File: config.mk
export PLATFORM = sky130hd
export DESIGN_NAME = csa_resolver
export DESIGN_NICKNAME = d
export VERILOG_FILES = /design/src/rtl/csa_resolver.sv
export SDC_FILE = /design/constraint.sdc
export NUM_CORES = 1
export LEC_CHECK = 0
export CAP_MARGIN = 20
export CORE_MARGIN = 2
export CORE_UTILIZATION = 40
export CTS_CLUSTER_SIZE = 24
export DETAILED_ROUTE_END_ITERATION = 10
export PLACE_DENSITY = 0.66
export SYNTH_ARGS = -nofsm -noshare
export SYNTH_HDL_FRONTEND = slang
export SYNTH_SLANG_ARGS = --single-unit
File: constraint.sdc
create_clock -name clk -period 3.5 [get_ports clk]
set_input_delay 0.875 -clock clk [delete_from_list [all_inputs] [get_ports clk]]
set_output_delay 0.875 -clock clk [all_outputs]
set_load 0.01 [all_outputs]
File: src/rtl/csa_resolver.sv
// Carry-save to binary resolver: adds one 8-bit slice of sum + 2*carry per cycle.
// Optional macro CSA_RESOLVE_HI_EN keeps operand bit 32 and exposes V[33:32] on result_hi.
module csa_resolver (
    input  logic        clk,
    input  logic        rst_n,
    input  logic        in_valid,
    output logic        in_ready,
    input  logic [31:0] sum_in,
    input  logic [31:0] carry_in,
    output logic        out_valid,
    input  logic        out_ready,
    output logic [31:0] result_out
`ifdef CSA_RESOLVE_HI_EN
   ,output logic [1:0]  result_hi
`endif
);

`ifdef CSA_RESOLVE_HI_EN
    localparam int OPW = 33;
`else
    localparam int OPW = 32;
`endif
    localparam int IW = $clog2(OPW);

    typedef enum logic [1:0] {IDLE, RUN, DONE} state_t;

    state_t         state, state_nx;
    logic [OPW-1:0] op_a, op_b;
    logic [1:0]     cnt;
    logic           carry;
    logic [4:0]     rpos;
    logic [IW-1:0]  idx;
    logic [8:0]     slice_sum;

    assign rpos      = {cnt, 3'b000};
    assign idx       = IW'(rpos);
    assign slice_sum = {1'b0, op_a[idx +: 8]} + {1'b0, op_b[idx +: 8]} + {8'd0, carry};

    always_ff @(posedge clk or negedge rst_n) begin
        if (!rst_n) state <= IDLE;
        else        state <= state_nx;
    end

    always_comb begin
        state_nx  = state;
        in_ready  = 1'b0;
        out_valid = 1'b0;
        case (state)
            IDLE: begin
                in_ready = 1'b1;
                if (in_valid) state_nx = RUN;
            end
            RUN:  if (cnt == 2'd3) state_nx = DONE;
            DONE: begin
                out_valid = 1'b1;
                if (out_ready) state_nx = IDLE;
            end
            default: state_nx = IDLE;
        endcase
    end

    always_ff @(posedge clk or negedge rst_n) begin
        if (!rst_n) begin
            op_a       <= '0;
            op_b       <= '0;
            cnt        <= '0;
            carry      <= 1'b0;
            result_out <= '0;
`ifdef CSA_RESOLVE_HI_EN
            result_hi  <= '0;
`endif
        end else begin
            case (state)
                IDLE: if (in_valid) begin
                    // Without the high bits, carry_in[31] shifts out and is never stored.
                    op_a       <= OPW'(sum_in);
                    op_b       <= OPW'({carry_in, 1'b0});
                    cnt        <= '0;
                    carry      <= 1'b0;
                    result_out <= '0;
`ifdef CSA_RESOLVE_HI_EN
                    result_hi  <= '0;
`endif
                end
                RUN: begin
                    result_out[rpos +: 8] <= slice_sum[7:0];
                    carry                 <= slice_sum[8];
                    cnt                   <= cnt + 2'd1;
`ifdef CSA_RESOLVE_HI_EN
                    if (cnt == 2'd3)
                        result_hi <= {1'b0, slice_sum[8]} + {1'b0, op_a[32]} + {1'b0, op_b[32]};
`endif
                end
                default: ;
            endcase
        end
    end

endmodule

==> flow_summary.ini, run 1 <==
[critical_path]
cpMaxStageDelayCell = fa_1
worst-endpoint-arrival_ps = 3480
cp-end-kind = register
critPathKind = register to register
crit_chain = buf_4 > inv_1 > nand3_1 > o21ai_0 > fa_1 > inv_1 > fa_1 > nor2b_4 > o31a_1 > o311a_1 > nor3_2 > a22o_1
path_max_fanout = 21
critPathTopFamily = compound AO/OA/AOI/OAI gates
path_buf_inv = 3
critPathLaunchType = register
cp_data_required_time_ps = 3800
slowest_delay_ps = 440

[route]
first_iter_violations = 157
routed-via-count = 3420
dr.pass1.iters = 4
wl_mm = 10.2
drcViolationCount = 0
via_per_inst = 4.99
avgRoutedWirePerCell_um = 14.9
ant_nets = 0

[clocking]
cts_tree = yes
cts_root_buf = clkbuf_8
clk_transition_reported_paths_ps = 90
postCtsSetupBuffers = 0
htreeDepth = 3
clock_sinks = 100
postCtsHoldBufs = 0
numCtsBuffers = 9
insertion_delay_ps = 360
cts_resized = 0
clockBufferDepth = 2

[grt]
antenna_found_initial = 0
overflow = 0
grt_pass1_vias = 3506
grt_pass1_wl_mm = 17.1
grt_usage_pct = 18.6
grt_max_degree = 52

[yosys]
yosysTopAreaCellShare_pct = 55.6
synth_top_cell_by_area = dfrtp_1
synth_compound_area_share_pct = 9.23
synthTopCellsByArea = dfrtp_1 (56%), nand2_1 (17%), mux4_2 (7.5%)
yosysWarningCount = 0
synth_xor_area_share_pct = 0.778
yosysSeqAreaShare_pct = 55.6
synth.distinct_cells = 34
syn-num-nets = 523
synth_fa_ha_area_share_pct = 3.95
synthMuxAreaShare_pct = 7.73
avgSynthCellArea_um2 = 10.2
syn_inst = 442
synth_top_family_by_area = simple AND/OR/NAND/NOR gates
ys_ff_latch = 100
synthesis.area_um2 = 4500
synth-simple-area-share_pct = 19.8

[cells_and_area]
insertedDiodeCount = 0
fin_nets = 621
drive_gt1_share_pct = 8.62
nFillCells = 1016
final_util_pct = 53.6
area_growth_pct = 29.5

[timing]
min_period_over_period_pct = 90.9
drv_slew = 0
fin_crit_ps = 3180
fmax_mhz = 314
finalClockSkew_ps = 16.4
worstMarginPinSlew_ps = 775
setup_tns_ps = 0
final_hold_viol_count = 0
setup_viol = 0
slew_headroom_pct = 47.9
rsz0062_at_grt = false

[pwr]
ir_drop_mv = 0.462
p_int_mw = 3.29
p_sw_mw = 2.43
swShare_pct = 42.4
clockPowerShare_pct = 12.0
seqPwrFrac_pct = 34.2
p_per_area_nw_per_um2 = 981
power_frac_comb_pct = 53.8
p_leak_nw = 2.80

[floorplanning]
die_h_um = 110
die_area_um2 = 12100
die_width_um = 110
core_area_um2 = 10900
ios = 102
initial_utilization_pct = 41.3
num_rows = 38

[flow_run]
maxCapViolCount = 0

[placement]
gp_congestion = 0.808
numPortBuffers = 100
dp_hpwl_mm = 7.61

[min_path]
hold_path_class = register to register

[run_status]
status = complete, no violations
[power groups by stage]
stage	Clock, mW	Combinational, mW	Sequential (mW)
finish	0.688	3.08	1.95
global route	0.777	3.45	2.02
CTS	0.707	3.09	1.96
detailed placement	0	3.07	1.98
global placement	0	2.99	1.95
floorplan	0	2.06	1.94
[per-layer routing]
layer / GRT usage [%] / vias to the layer above / wire (um)
met2: 30.4 / 91 / 4840
met5: 0 / - / 0
met4: 3.98 / 0 / 41
met3: 3.88 / 4 / 525
li1: - / 1672 / -
met1: 25.7 / 1653 / 4810
[cells in the mapped netlist (all sizes together)]
cell type	count
clkbuf	10
o21ai	10
nand3	4
a21o	1
a22o	29
o21a	1
nand2	200
nor4	2
a21oi	8
and2	1
dfrtp	100
o211ai	2
o31ai	1
o21bai	1
buf	11
inv	10
nand2b	1
o311a	1
mux4	15
fa	2
and3b	1
nor3	3
a211oi	1
and3	1
or2	1
nor2b	3
mux2i	1
ha	11
nor2	5
o31a	1
xnor2	4
[cell usage in the layout (no fill, tap or decap), types with 8 or more instances in the layout]
| master | instances |
|---|---|
| nand2_1 | 199 |
| a21oi_1 | 8 |
| dfrtp_1 | 100 |
| inv_1 | 10 |
| o21ai_0 | 10 |
| a22o_1 | 29 |
| ha_1 | 11 |
| buf_4 | 9 |
| clkdlybuf4s50_1 | 99 |
| clkbuf_8 | 9 |
| mux4_2 | 15 |
[final cells by class]
| class | count | area (um2) | share of cell area [%] |
|---|---|---|---|
| clock buffers | 9 | 124 | 2.12 |
| clock inverters | 7 | 61.3 | 1.05 |
| multi-input cells | 311 | 1870 | 32.1 |
| well taps | 140 | 175 | 3.00 |
| inverters | 10 | 37.5 | 0.644 |
| flip-flops and latches | 100 | 2500 | 42.9 |
| repair buffers | 108 | 1060 | 18.2 |
[worst reg2reg max path, stage by stage, from the launching register on]
cell and delay [ps]:
dfrtp_1 380, buf_4 360, inv_1 180, nand3_1 100, o21ai_0 110, fa_1 440
inv_1 90, fa_1 250, nor2b_4 60, o31a_1 280, o311a_1 340, nor3_2 330
a22o_1 200
[registers in the layout, indices dropped and copies added (netlist names)]
signal	cells
carry	1
result_out	32
state	2
cnt	2
op_b	31
op_a	32
[stage by stage]
| stage | std cells | setup slack, ps | power, mW | hold WS [ps] | area, um2 |
|---|---|---|---|---|---|
| after floorplan | 442 | 485 | 4.00 | 440 | 4500 |
| after global placement | 669 | 435 | 4.95 | 453 | 5650 |
| after detailed placement | 669 | 337 | 5.05 | 458 | 5650 |
| after CTS | 685 | 315 | 5.75 | 480 | 5830 |
| after global routing | 685 | 86.4 | 6.24 | 504 | 5830 |
| final | 685 | 317 | 5.72 | 475 | 5830 |
[path summary, 6_finish.rpt]
path,start,end,slack (ps),cells past startpoint
setup / recovery,cnt[0],result_out[6],320,12
hold / removal,op_b[21],op_b[21],480,2
setup reg to reg,cnt[0],result_out[6],320,12
hold reg to reg,op_b[21],op_b[21],480,2
max in group asynchronous,rst_n,result_out[13],2140,2
min in group asynchronous,rst_n,op_a[2],520,1
[cell families after synthesis]
| family | count (synthesis) |
|---|---|
| simple gates | 222 |
| mux | 16 |
| buf+inv | 31 |
| xor+xnor | 4 |
| fa+ha+maj | 13 |
| compound gates | 56 |
| flops | 100 |
No activity file was read; power rests on OpenSTA's default activity.
==> inputs of run 2 (changes only) <==
Settings changed: CORE_ASPECT_RATIO from default to 1.25, SLEW_MARGIN from default to 5.
==> run 2 against run 1 <==
Compared with the run above: register-to-register slack better by 150 ps; total power is 5.4% higher; utilization is 0.58 points higher; setup slack better by 150 ps; critical path depth is 1 lower; hold slack worse by 5.4 ps.
==> flow_summary.ini, run 2 (same netlist as run 1, synthesis figures left out) <==
[run_status]
status = complete, no violations

[min_path]
min_to = op_a[25]
hold_path_class = register to register
hold_depth = 2
min-delay-start = op_a[25]

[grt]
grt_max_degree = 67
overflow = 0
antenna_found_initial = 0
grt_pass1_vias = 3544
grt_usage_pct = 18.4
grt_pass1_wl_mm = 17.4

[placement]
dp_hpwl_mm = 7.35
gp_congestion = 0.753
numPortBuffers = 100

[cells_and_area]
nFillCells = 993
fin_nets = 620
reg_top3 = op_a (32), result_out (32), op_b (31)
layout_commonest_cell = nand2_1
drive_gt1_share_pct = 8.27
insertedDiodeCount = 0
final_cell_mix = nand2_1 (199), dfrtp_1 (100), clkdlybuf4s50_1 (99)
area_growth_pct = 32.7

[timing]
final_hold_viol_count = 0
finalClockSkew_ps = 5.01
setup_tns_ps = 0
min_period_over_period_pct = 86.6
slew_headroom_pct = 50.0
fmax_mhz = 330
fin_crit_ps = 3030
rsz0062_at_grt = false
worstMarginPinSlew_ps = 744
drv_slew = 0
setup_viol = 0

[critical_path]
path_max_fanout = 10
critPathLaunchType = register
crit_chain = buf_4 > mux2i_1 > o21ai_0 > fa_1 > inv_1 > fa_1 > nor2b_4 > o31a_1 > o311a_1 > nor3_2 > a22o_1
reg2reg_depth = 11
worst-endpoint-arrival_ps = 3310
r2r_start = cnt[1]
slowest_delay_ps = 430
cpMaxStageDelayCell = fa_1
cp_data_required_time_ps = 3780
path_buf_inv = 2
critPathTopFamily = compound AO/OA/AOI/OAI gates
path_common_cell = fa_1
critPathKind = register to register
cp-end-kind = register
r2r_slack_ps = 470
r2r-end = result_out[6]

[route]
wl_mm = 10.2
avgRoutedWirePerCell_um = 15.0
dr.pass1.iters = 4
first_iter_violations = 158
via_per_inst = 5.04
drcViolationCount = 0
routed-via-count = 3424
ant_nets = 0

[floorplanning]
initial_utilization_pct = 40.8
ios = 102
num_rows = 43
die_width_um = 98.9
die_area_um2 = 12100
core_area_um2 = 11000
die_h_um = 123

[pwr]
p_leak_nw = 2.87
ir_drop_mv = 0.428
p_per_area_nw_per_um2 = 1010
power_mw = 6.03

[clocking]
numCtsBuffers = 9
insertion_delay_ps = 340
clock_sinks = 100
clk_transition_reported_paths_ps = 60
cts_root_buf = clkbuf_16
cts_resized = 0
htreeDepth = 3
postCtsHoldBufs = 0
postCtsSetupBuffers = 0
clockBufferDepth = 2
cts_tree = yes

[flow_run]
maxCapViolCount = 0
## run 2: cell types whose count changed in the layout (fill, tap and decap cells not counted), moves of 2 or more
cell and change:
clkinv_4 -2, clkbuf_16 +9, buf_12 +2, buf_4 -3, clkbuf_8 -6, inv_8 -2
## run 2: power by group
| part | switching, mW | internal [mW] | total (mW) |
|---|---|---|---|
| sequential | 0.282 | 1.66 | 1.94 |
| clock | 0.412 | 0.613 | 1.02 |
| combinational | 1.68 | 1.38 | 3.06 |
## run 2: how the worst max path moves through the flow
stage / startpoint / end / slack, ps / cells past startpoint
final: cnt[1] / result_out[6] / 470 / 11
after global routing: cnt[1] / result_out[6] / 210 / 11
after CTS: cnt[1] / result_out[6] / 440 / 11
after detailed placement: cnt[1] / result_out[14] / 460 / 11
after global placement: cnt[1] / result_out[6] / 520 / 11
after floorplan: cnt[0] / result_out[14] / 480 / 10
## run 2: per-layer routing
| layer | up-vias | wire length (um) | track usage, % |
|---|---|---|---|
| li1 | 1667 | - | - |
| met1 | 1661 | 4500 | 23.6 |
| met2 | 79 | 5070 | 30.7 |
| met3 | 17 | 385 | 2.90 |
| met4 | 0 | 261 | 8.48 |
| met5 | - | 0 | 0 |
## run 2: metrics by stage
| step | utilization [%] | hold WS, ps | std cells | worst slack, ps | area, um2 |
|---|---|---|---|---|---|
| 2_1_floorplan | - | 440 | 442 | 485 | 4500 |
| 3_3_place_gp | 51.3 | 454 | 663 | 517 | 5660 |
| 3_5_place_dp | 51.3 | 457 | 663 | 457 | 5660 |
| 4_1_cts | 54.1 | 473 | 679 | 442 | 5970 |
| 5_1_grt | 54.1 | 498 | 679 | 214 | 5970 |
| 6_report | 54.1 | 470 | 679 | 468 | 5970 |
## run 2: final cells by class
class | count | area [um2] | share of cell area, %
sequential | 100 | 2500 | 41.9
multi-input combinational | 311 | 1870 | 31.4
inverter | 10 | 37.5 | 0.629
timing repair buffer | 107 | 1080 | 18.0
tap | 135 | 169 | 2.83
clock inverter | 3 | 43.8 | 0.733
clock buffer | 13 | 270 | 4.53
## run 2: tightest hold or removal path, stage by stage, from the launching register on
cell and delay [ps]:
dfrtp_1 340, nand2_1 50, nand2_1 50
==> inputs of run 3 (changes only) <==
Settings changed: PLACE_DENSITY 0.66 to 0.68.
Clock period 3.5 ns to 2.5 ns, I/O delays scaled along.
==> run 3 against run 2 <==
Compared with the run above: the run now ends with setup timing left; utilization up 2.5 points; total power increased by 58%; critical path depth is 2 lower.
==> flow_summary.ini, run 3 (same netlist as run 1, synthesis figures left out) <==
[critical_path]
critPathKind = register to register
cp_data_required_time_ps = 2780
path_buf_inv = 1
crit_chain = mux4_2 > fa_2 > inv_2 > fa_2 > nor2b_4 > o31a_1 > o311a_1 > nor3_4 > a22o_1
worst-endpoint-arrival_ps = 3050
cpMaxStageDelayCell = mux4_2
path_common_cell = fa_2
critPathTopFamily = compound AO/OA/AOI/OAI gates
critPathLaunchType = register
cp-end-kind = register
slowest_delay_ps = 540
path_max_fanout = 4

[pwr]
swShare_pct = 38.2
ir_drop_mv = 0.798
p_leak_nw = 3.02
power_frac_comb_pct = 54.7
seqPwrFrac_pct = 28.6
p_sw_mw = 3.65
p_int_mw = 5.89
p_per_area_nw_per_um2 = 1530
power_mw = 9.55
clockPowerShare_pct = 16.7

[placement]
dpl_cell_area_um2 = 5840
placedCellCount = 685
pre_cts_ws_ps = -283
numPortBuffers = 100
gp_congestion = 0.800
dp_hpwl_mm = 7.73

[route]
wl_mm = 10.6
route.met2.wl_mm = 5.37
first_iter_violations = 170
dr.pass1.iters = 4
wl_met3_um = 455
routed-via-count = 3518
dr.max_layer_used = met4
drcViolationCount = 0
met1_length_mm = 4.41
via_per_inst = 5.01
avgRoutedWirePerCell_um = 15.0
ant_nets = 0

[grt]
grt_pass1_vias = 3700
overflow = 0
antenna_found_initial = 0
grt_usage_pct = 18.5
grt_max_degree = 67
grt_pass1_wl_mm = 17.5

[timing]
fmax_mhz = 361
min_period_over_period_pct = 111
slew_headroom_pct = 55.4
fin_crit_ps = 2770
holdWs_ps = 294
worstMarginPinSlew_ps = 668
rsz0062_at_grt = true
finalClockSkew_ps = 6.63
setup_tns_ps = -2120
drv_slew = 0
fin_ws_ps = -268
final_hold_viol_count = 0
setup_viol = 16

[cells_and_area]
reg_top3 = op_a (32), result_out (32), op_b (31)
layout_commonest_cell = nand2_1
final_util_pct = 56.7
area_growth_pct = 38.9
layout.cells.non_filler = 702
insertedDiodeCount = 0
nFillCells = 967
multi_input_area_um2 = 1930
final_cell_mix = nand2_1 (199), dfrtp_1 (100), clkdlybuf4s50_1 (99)
fin_nets = 643
fin_area_um2 = 6250
regArea_um2 = 2500
drive_gt1_share_pct = 13.8

[floorplanning]
core_area_um2 = 11000
num_rows = 43
die_h_um = 123
initial_utilization_pct = 40.8
ios = 102
die_width_um = 98.9
die_area_um2 = 12100

[flow_run]
maxCapViolCount = 0

[min_path]
hold_path_class = input port to async pin

[clocking]
clock_sinks = 100
cts_root_buf = clkbuf_16
htreeDepth = 3
clk_transition_reported_paths_ps = 70
insertion_delay_ps = 340
numCtsBuffers = 9
cts_tree = yes
clockBufferDepth = 2

[run_status]
violations = setup timing
status = complete, but fails checks
## run 3: cell count changes in the layout (fill, tap and decap cells not counted), sizes merged
| cell | change |
|---|---|
| buf | +23 |
| clkinvlp | +1 |
| clkbuf | -4 |
| inv | +1 |
| bufinv | +2 |
## run 3: cell type report
| type | count | share of cell area [%] |
|---|---|---|
| repair buffers | 130 | 20.2 |
| well taps | 135 | 2.70 |
| flip-flops and latches | 100 | 40.0 |
| clock buffers | 9 | 3.60 |
| clock inverters | 7 | 1.98 |
| inverters | 10 | 0.600 |
| multi-input cells | 311 | 30.8 |
## run 3: power by group through the flow
| stage | clock network (mW) | registers, mW | logic, mW |
|---|---|---|---|
| floorplan | 0 | 2.72 | 2.92 |
| global placement | 0 | 2.72 | 4.73 |
| detailed placement | 0 | 2.75 | 4.87 |
| CTS | 1.62 | 2.73 | 5.09 |
| global route | 1.70 | 2.82 | 5.77 |
| finish | 1.59 | 2.73 | 5.22 |
## run 3: routing by layer
metal | vias up | track usage, %
met3 | 20 | 3.47
li1 | 1711 | -
met2 | 100 | 31.6
met5 | - | 0
met1 | 1687 | 22.4
met4 | 0 | 9.16
## run 3: worst paths after layout
path	start	slack, ps	endpoint	depth (start not counted)
setup / recovery	cnt[0]	-270	result_out[14]	9
hold / removal	rst_n	290	op_a[18]	1
setup reg to reg	cnt[0]	-270	result_out[14]	9
hold reg to reg	op_a[30]	480	op_a[30]	2
max in group asynchronous	rst_n	1490	op_b[17]	2
min in group clk	op_a[30]	480	op_a[30]	2
## run 3: what timing repair did
| item | 4_1_cts | 5_1_grt |
|---|---|---|
| hold buffers | 0 | 0 |
| pin swaps | 0 | 1 |
| resized for setup | 5 | 5 |
| endpoints found under the setup margin | 21 | 23 |
| setup buffers | 0 | 1 |
## run 3: worst register-to-register path, cell delays in order (launching register included)
cell     delay [ps]
dfrtp_1         380
mux4_2          540
fa_2            400
inv_2            70
fa_2            240
nor2b_4          50
o31a_1          280
o311a_1         350
nor3_4          200
a22o_1          180
